`config.mk`:
```
export PLATFORM = sky130hd
export DESIGN_NAME = uart_fb_loader
export DESIGN_NICKNAME = d
export VERILOG_FILES = /design/src/rtl/uart_fb_pkg.sv /design/src/rtl/fb_pix_unpacker.sv /design/src/rtl/uart_fb_loader.sv
export SDC_FILE = /design/constraint.sdc
export NUM_CORES = 1
export LEC_CHECK = 0
export ABC_AREA = 1
export BUFFER_PORTS_ARGS = -buffer_cell sky130_fd_sc_hd__buf_2
export CORE_AREA = 2 2 119 121
export CTS_CLUSTER_DIAMETER = 80
export CTS_CLUSTER_SIZE = 12
export DETAILED_ROUTE_END_ITERATION = 16
export DIE_AREA = 0 0 121 123
export GPL_TIMING_DRIVEN = 0
export MAX_ROUTING_LAYER = met4
export PLACE_DENSITY = 0.74
export SYNTH_ARGS = -nofsm -noshare
export SYNTH_HDL_FRONTEND = slang
export SYNTH_SLANG_ARGS = --single-unit
```
`constraint.sdc`:
```
create_clock -name clk -period 1.7 [get_ports clk]
set_clock_uncertainty 0.05 [all_clocks]
set_input_delay 0.085 -clock clk [delete_from_list [all_inputs] [get_ports clk]]
set_output_delay 0.085 -clock clk [all_outputs]
set_load 0.005 [all_outputs]
```
`src/rtl/uart_fb_pkg.sv`:
```
// Shared types and helpers for the UART-to-framebuffer loader.
package uart_fb_pkg;

    typedef enum logic [2:0] {
        StIdle,
        StA0,
        StA1,
        StA2,
        StL0,
        StL1,
        StPayload,
        StRaw
    } fb_state_e;

    localparam logic [7:0] DefaultSyncByte = 8'hA5;

    function automatic int unsigned calc_ppb(input int unsigned bpp);
        return 8 / bpp;
    endfunction

    function automatic int unsigned calc_max_addr(input int unsigned h_pix,
                                                  input int unsigned v_pix);
        return h_pix * v_pix;
    endfunction

endpackage

```
`src/rtl/fb_pix_unpacker.sv`:
```
// Splits one byte into PPB pixels, LSB-first, one pixel per cycle.
module fb_pix_unpacker
    import uart_fb_pkg::*;
#(
    parameter int unsigned BPP = 3,
    parameter int unsigned PPB = calc_ppb(BPP)
) (
    input  logic           clk,
    input  logic           rst_n,
    input  logic           load,
    input  logic [7:0]     byte_in,
    output logic [BPP-1:0] pix,
    output logic           pix_valid,
    output logic           pix_last,
    output logic           busy
);

    localparam int unsigned CntW = $clog2(PPB + 1);

    logic [7:0]      sh_q, sh_d;
    logic [CntW-1:0] cnt_q, cnt_d;

    always_comb begin
        sh_d  = sh_q;
        cnt_d = cnt_q;
        if (load && (cnt_q == '0)) begin
            sh_d  = byte_in;
            cnt_d = CntW'(PPB);
        end else if (cnt_q != '0) begin
            sh_d  = sh_q >> BPP;
            cnt_d = cnt_q - 1'b1;
        end
    end

    always_ff @(posedge clk or negedge rst_n) begin
        if (!rst_n) begin
            sh_q  <= '0;
            cnt_q <= '0;
        end else begin
            sh_q  <= sh_d;
            cnt_q <= cnt_d;
        end
    end

    assign pix       = sh_q[BPP-1:0];
    assign pix_valid = (cnt_q != '0);
    assign pix_last  = (cnt_q == CntW'(1));
    assign busy      = pix_valid;

endmodule

```
`src/rtl/uart_fb_loader.sv`:
```
// UART byte stream to frame RAM writer: raw streaming or framed packets with
// explicit start address and length, plus sticky overrun/range/timeout flags.
module uart_fb_loader
    import uart_fb_pkg::*;
#(
    parameter int unsigned H_PIX     = 640,
    parameter int unsigned V_PIX     = 480,
    parameter int unsigned BPP       = 3,
    parameter int unsigned ADDR_W    = 19,
    parameter logic [7:0]  SYNC_BYTE = DefaultSyncByte,
    parameter int unsigned TIMEOUT   = 20000
) (
    input  logic              clk,
    input  logic              rst_n,
    input  logic              mode,
    input  logic [7:0]        rx_data,
    input  logic              rx_valid,
    input  logic              clr_err,
    output logic [ADDR_W-1:0] wr_addr,
    output logic [BPP-1:0]    wr_data,
    output logic              wr_en,
    output logic              busy,
    output logic              frame_done,
    output logic              err_overrun,
    output logic              err_range,
    output logic              err_timeout
);

    localparam int unsigned PPB      = calc_ppb(BPP);
    localparam int unsigned MAX_ADDR = calc_max_addr(H_PIX, V_PIX);
    localparam logic [ADDR_W-1:0] LastAddr = ADDR_W'(MAX_ADDR - 1);
    localparam int unsigned ToW = $clog2(TIMEOUT + 1);
    localparam logic [ToW-1:0] ToLast = ToW'(TIMEOUT - 1);

    function automatic logic [ADDR_W-1:0] next_addr(input logic [ADDR_W-1:0] a);
        return (a == LastAddr) ? '0 : a + 1'b1;
    endfunction

    fb_state_e         state_q, state_d;
    logic [ADDR_W-1:0] raw_addr_q, raw_addr_d;
    logic [ADDR_W-1:0] pkt_addr_q, pkt_addr_d;
    logic [15:0]       hdr_lo_q, hdr_lo_d;
    logic [7:0]        len_lo_q, len_lo_d;
    logic [15:0]       len_q, len_d;
    logic [ToW-1:0]    to_q, to_d;
    logic              unp_raw_q, unp_raw_d;
    logic              done_q, done_d;
    logic              ovr_q, rng_q, tmo_q;
    logic              set_ovr, set_rng, set_tmo;
    logic              accept, load;
    logic [BPP-1:0]    pix;
    logic              pix_valid, pix_last, unp_busy;

    fb_pix_unpacker #(
        .BPP (BPP),
        .PPB (PPB)
    ) u_unpacker (
        .clk       (clk),
        .rst_n     (rst_n),
        .load      (load),
        .byte_in   (rx_data),
        .pix       (pix),
        .pix_valid (pix_valid),
        .pix_last  (pix_last),
        .busy      (unp_busy)
    );

    assign accept  = rx_valid && !unp_busy;
    assign set_ovr = rx_valid && unp_busy;

    always_comb begin
        state_d    = state_q;
        raw_addr_d = raw_addr_q;
        pkt_addr_d = pkt_addr_q;
        hdr_lo_d   = hdr_lo_q;
        len_lo_d   = len_lo_q;
        len_d      = len_q;
        to_d       = to_q;
        unp_raw_d  = unp_raw_q;
        done_d     = 1'b0;
        set_rng    = 1'b0;
        set_tmo    = 1'b0;
        load       = 1'b0;

        // The address of whichever stream owns the unpacker advances per pixel.
        if (pix_valid) begin
            if (unp_raw_q) begin
                raw_addr_d = next_addr(raw_addr_q);
                done_d     = (raw_addr_q == LastAddr);
            end else begin
                pkt_addr_d = next_addr(pkt_addr_q);
            end
        end

        case (state_q)
            StIdle: begin
                if (accept) begin
                    if (!mode) begin
                        load      = 1'b1;
                        unp_raw_d = 1'b1;
                        state_d   = StRaw;
                    end else if (rx_data == SYNC_BYTE) begin
                        state_d = StA0;
                    end
                end
            end
            StA0: if (accept) begin
                hdr_lo_d[7:0] = rx_data;
                state_d       = StA1;
            end
            StA1: if (accept) begin
                hdr_lo_d[15:8] = rx_data;
                state_d        = StA2;
            end
            StA2: if (accept) begin
                pkt_addr_d = ADDR_W'({rx_data, hdr_lo_q});
                state_d    = StL0;
            end
            StL0: if (accept) begin
                len_lo_d = rx_data;
                state_d  = StL1;
            end
            StL1: if (accept) begin
                if (32'(pkt_addr_q) >= MAX_ADDR) begin
                    set_rng = 1'b1;
                    state_d = StIdle;
                end else if ({rx_data, len_lo_q} == 16'd0) begin
                    done_d  = 1'b1;
                    state_d = StIdle;
                end else begin
                    len_d   = {rx_data, len_lo_q};
                    state_d = StPayload;
                end
            end
            StPayload: begin
                if (accept && (len_q != 16'd0)) begin
                    load      = 1'b1;
                    unp_raw_d = 1'b0;
                    len_d     = len_q - 1'b1;
                end
                // len_q already counts the byte being unpacked as consumed.
                if (pix_last && !unp_raw_q && (len_q == 16'd0)) begin
                    done_d  = 1'b1;
                    state_d = StIdle;
                end
            end
            StRaw: if (pix_last) state_d = StIdle;
            default: state_d = StIdle;
        endcase

        if (state_q == StIdle) begin
            to_d = '0;
        end else if (accept) begin
            to_d = '0;
        end else if (to_q == ToLast) begin
            to_d    = '0;
            set_tmo = 1'b1;
            state_d = StIdle;
        end else begin
            to_d = to_q + 1'b1;
        end
    end

    always_ff @(posedge clk or negedge rst_n) begin
        if (!rst_n) begin
            state_q    <= StIdle;
            raw_addr_q <= '0;
            pkt_addr_q <= '0;
            hdr_lo_q   <= '0;
            len_lo_q   <= '0;
            len_q      <= '0;
            to_q       <= '0;
            unp_raw_q  <= 1'b0;
            done_q     <= 1'b0;
            ovr_q      <= 1'b0;
            rng_q      <= 1'b0;
            tmo_q      <= 1'b0;
        end else begin
            state_q    <= state_d;
            raw_addr_q <= raw_addr_d;
            pkt_addr_q <= pkt_addr_d;
            hdr_lo_q   <= hdr_lo_d;
            len_lo_q   <= len_lo_d;
            len_q      <= len_d;
            to_q       <= to_d;
            unp_raw_q  <= unp_raw_d;
            done_q     <= done_d;
            // A set in the same cycle as clr_err wins.
            ovr_q      <= (ovr_q & ~clr_err) | set_ovr;
            rng_q      <= (rng_q & ~clr_err) | set_rng;
            tmo_q      <= (tmo_q & ~clr_err) | set_tmo;
        end
    end

    assign wr_addr     = unp_raw_q ? raw_addr_q : pkt_addr_q;
    assign wr_data     = pix;
    assign wr_en       = pix_valid;
    assign busy        = unp_busy;
    assign frame_done  = done_q;
    assign err_overrun = ovr_q;
    assign err_range   = rng_q;
    assign err_timeout = tmo_q;

endmodule
```
==> metrics.md <==
| Metric | Value |
|---|---|
| Most frequent cells in the layout | nand2_1, dfrtp_1, inv_1, nor2_1, o21ai_0 |
| Switch share | roughly 43% |
| FMAX | 0.561 GHz |
| DP Cell Count | 1,150 |
| Synth top area share | 42.0% |
| H-tree depth | 3 |
| Dpl cell area | 7090 µm² |
| Crit end category | flip-flop |
| Initial core utilization | 48.6% |
| Final worst setup slack | -0.0832 ns |
| Die W | 121 µm |
| Final ANT Viol Nets | 0 |
| Worst vdd ir | 0.000614 V |
| Internal | 0.00652 W |
| Max_slew headroom | 73.4% |
| Worst-skew pair later-pin latency | around 0.36 ns |
| Clk pin slew, worst setup/hold paths | 0.08 ns |
| Crit path kind | flip-flop to flip-flop |
| Fin. Hold Viols | 0 |
| Placer congestion estimate | 0.947 |
| Hold Path Depth | 4 |
| RSZ-0062 raised after global routing | yes |
| Final core utilization | 63.8% |
| Via total after detailed routing | 6,811 |
| FILL cells | roughly 1.1k |
| Power Dens Cells | 1310 nW/µm² |
| Failing checks | setup timing |
| Clock Power Share | 19.8% |
| Final Max Tran Viols | 0 |
| Tot GR Track Use | 25.6% |
| Fin nets | 1,063 |
| Worst EP required | ~1.9 ns |
| Row cnt | 43 |
| #FFs+latches synth | approximately 110 |
| Mapped Area | 6620 µm² |
| Die area | roughly 15,000 µm² |
| WL final | 20,000 µm |
| Synth area leaders | dfrtp_1, nand2_1, o21ai_0 |
| Syn Area/Cell | about 7 µm² |
| Sequential fraction of the synthesis area | 42.0% |
| Clock buffer depth | 2 |
| CTS Buf Count | 9 |
| Yosys warnings | 0 |
| Drt drc | 0 |
| Final setup fails | 37 |
| Synth unique cells | 43 |
| CP Data Arrival Time | 1.98 ns |
| Measured slew at the worst slew-check pin | 0.400 ns |
| Seq pwr share | 35.4% |
| Gate Count Post-Synth | 929 |
| Fin area | approximately 8700 µm² |
| Min Hold Slack | 0.0114 ns |
| Largest net degree at the start of global routing | 81 |
| DRT Pass-1 Iters | 7 |
| Layout cell share with drive strength beyond 1 | 27.0% |
| Hold WC Path Type | input pin to flip-flop |
| ANT cells | 0 |
| Worst-path fanout max | 8 |
| CTS tree | built |
| Post-Place Setup Slack | -0.333 ns |
| Die Y-Extent | 123 µm |
| First-pass GRT wire length | 29,100 µm |
| Vias in the first global route | approximately 5.9k |
| Syn_nets | 949 |
| DRT iter0 DRCs | 738 |
| Fin cells | 1,228 |
| Combinational Power Share | 44.8% |
| Final min period | 1.78 ns |
| Antenna violations before repair | 0 |
| Psw | 0.00488 W |
| Routed length per instance | 16.3 µm |
| Detailed Place HPWL | between 10,000 and 15,000 µm |
| Worst Setup Start Kind | flip-flop |
| Commonest non-fill, non-tap cell in the layout | nand2_1 |
| Clk root buf | clkbuf_16 |
| IO buf count | 40 |
| Max Cap Viol | 0 |
| Core footprint | 13,600 µm² |
| Status | finished, violations left |
| P&R area growth vs syn | 31.2% |
| Via-to-Cell Ratio | 5.55 |
| GRT overflow | 0 |
| Cell taking the most area after synthesis | dfrtp_1 |
| Worst Reg-to-Reg Cells | 10 |
| # IOs | 41 |
| Final worst-path cycle share | 105% |
| Lkg Pwr | 4.19 nW |
| CTS sink cnt | 111 |
## worst max-delay path: stages (launching register included)
cell and delay (ns):
dfrtp_1 0.40, inv_2 0.08, ha_4 0.26, nand2_8 0.13
clkinv_8 0.09, nand3_4 0.13, nand2_4 0.15, nand2_8 0.09
buf_8 0.15, nand2_2 0.06, o21ai_2 0.05
## repair_timing
item / CTS / global route
pin swaps: 14 / 49
setup buffers: 21 / 27
endpoints found under the setup margin: 120 / 113
hold buffers: 8 / 0
cloned: 1 / 6
gates resized for setup: 70 / 161
hold endpoints to repair: 118 / 0
## final cells by class
class,count,area [µm²],area share (%)
plain buffers,21,206,2.38
clock buffers,9,225,2.59
clock inverters,7,80.1,0.922
inverters,108,443,5.10
multi-input cells,690,3920,45.1
flip-flops and latches,111,2790,32.1
well taps,180,225,2.59
repair buffers,102,797,9.18
## cells in the mapped netlist (all sizes together)
| master | number |
|---|---|
| a21boi | 3 |
| a22o | 1 |
| nor3b | 3 |
| a22oi | 1 |
| clkbuf | 11 |
| a21oi | 28 |
| nor3 | 24 |
| or2 | 3 |
| nor4 | 4 |
| ha | 7 |
| nor2 | 121 |
| o31ai | 2 |
| o211ai | 7 |
| nand4 | 19 |
| dfrtp | 111 |
| a211oi | 1 |
| clkinv | 1 |
| o21ai | 94 |
| xnor2 | 3 |
| o21bai | 1 |
| nand3 | 64 |
| inv | 107 |
| o21a | 1 |
| buf | 11 |
| mux2i | 2 |
| nand2 | 283 |
| xor2 | 13 |
| and3 | 3 |
## worst paths after layout
kind,start,slack (ns),end
max,u_unpacker.cnt_q[0],-0.08,len_q[10]
min,clr_err,0.01,err_timeout
max reg2reg,u_unpacker.cnt_q[0],-0.08,len_q[10]
min reg2reg,u_unpacker.sh_q[7],0.43,u_unpacker.sh_q[7]
max in group asynchronous,rst_n,0.77,len_q[6]
min in group asynchronous,rst_n,0.12,raw_addr_q[16]
## metal layers
layer | routed length (µm) | GRT usage, % | vias to the layer above
met1 | 8250 | 32.7 | 3205
met5 | 0 | - | -
met2 | 9740 | 40.7 | 307
li1 | - | - | 3241
met4 | 702 | 9.74 | 0
met3 | 1350 | 4.61 | 58
## power by group through the flow
stage / combinational, W / sequential, W / clock [W]
6_report: 0.00511 / 0.00403 / 0.00225
5_1_grt: 0.00558 / 0.00411 / 0.00239
4_1_cts: 0.00431 / 0.00392 / 0.00227
3_5_place_dp: 0.00377 / 0.00396 / 0
3_3_place_gp: 0.00369 / 0.00396 / 0
2_1_floorplan: 0.00280 / 0.00378 / 0
## flip-flops by register name (all words and copies together) (netlist names)
name	count
hdr_lo_q	16
u_unpacker.cnt_q	2
len_q	16
frame_done	1
pkt_addr_q	19
err_timeout	1
state_q	3
err_range	1
u_unpacker.sh_q	8
raw_addr_q	19
to_q	15
err_overrun	1
unp_raw_q	1
len_lo_q	8
## kinds of logic after synthesis
kind of cell	synth area share (%)
AOI/OAI and AO/OA	11.5
xor gates and xnor gates	2.12
adders and majority gates	1.32
buffers and inverters	8.02
DFF	42.0
muxes	0.303
and+or+nand+nor	34.7
## stage by stage
step	power [W]	setup TNS [ns]
2_1_floorplan	0.00658	0
3_3_place_gp	0.00765	-116.08
3_5_place_dp	0.00773	-21.51
4_1_cts	0.0105	-2.74
5_1_grt	0.0121	-4.59
6_report	0.0114	-1.52
Power figures use the tool's default switching activity.
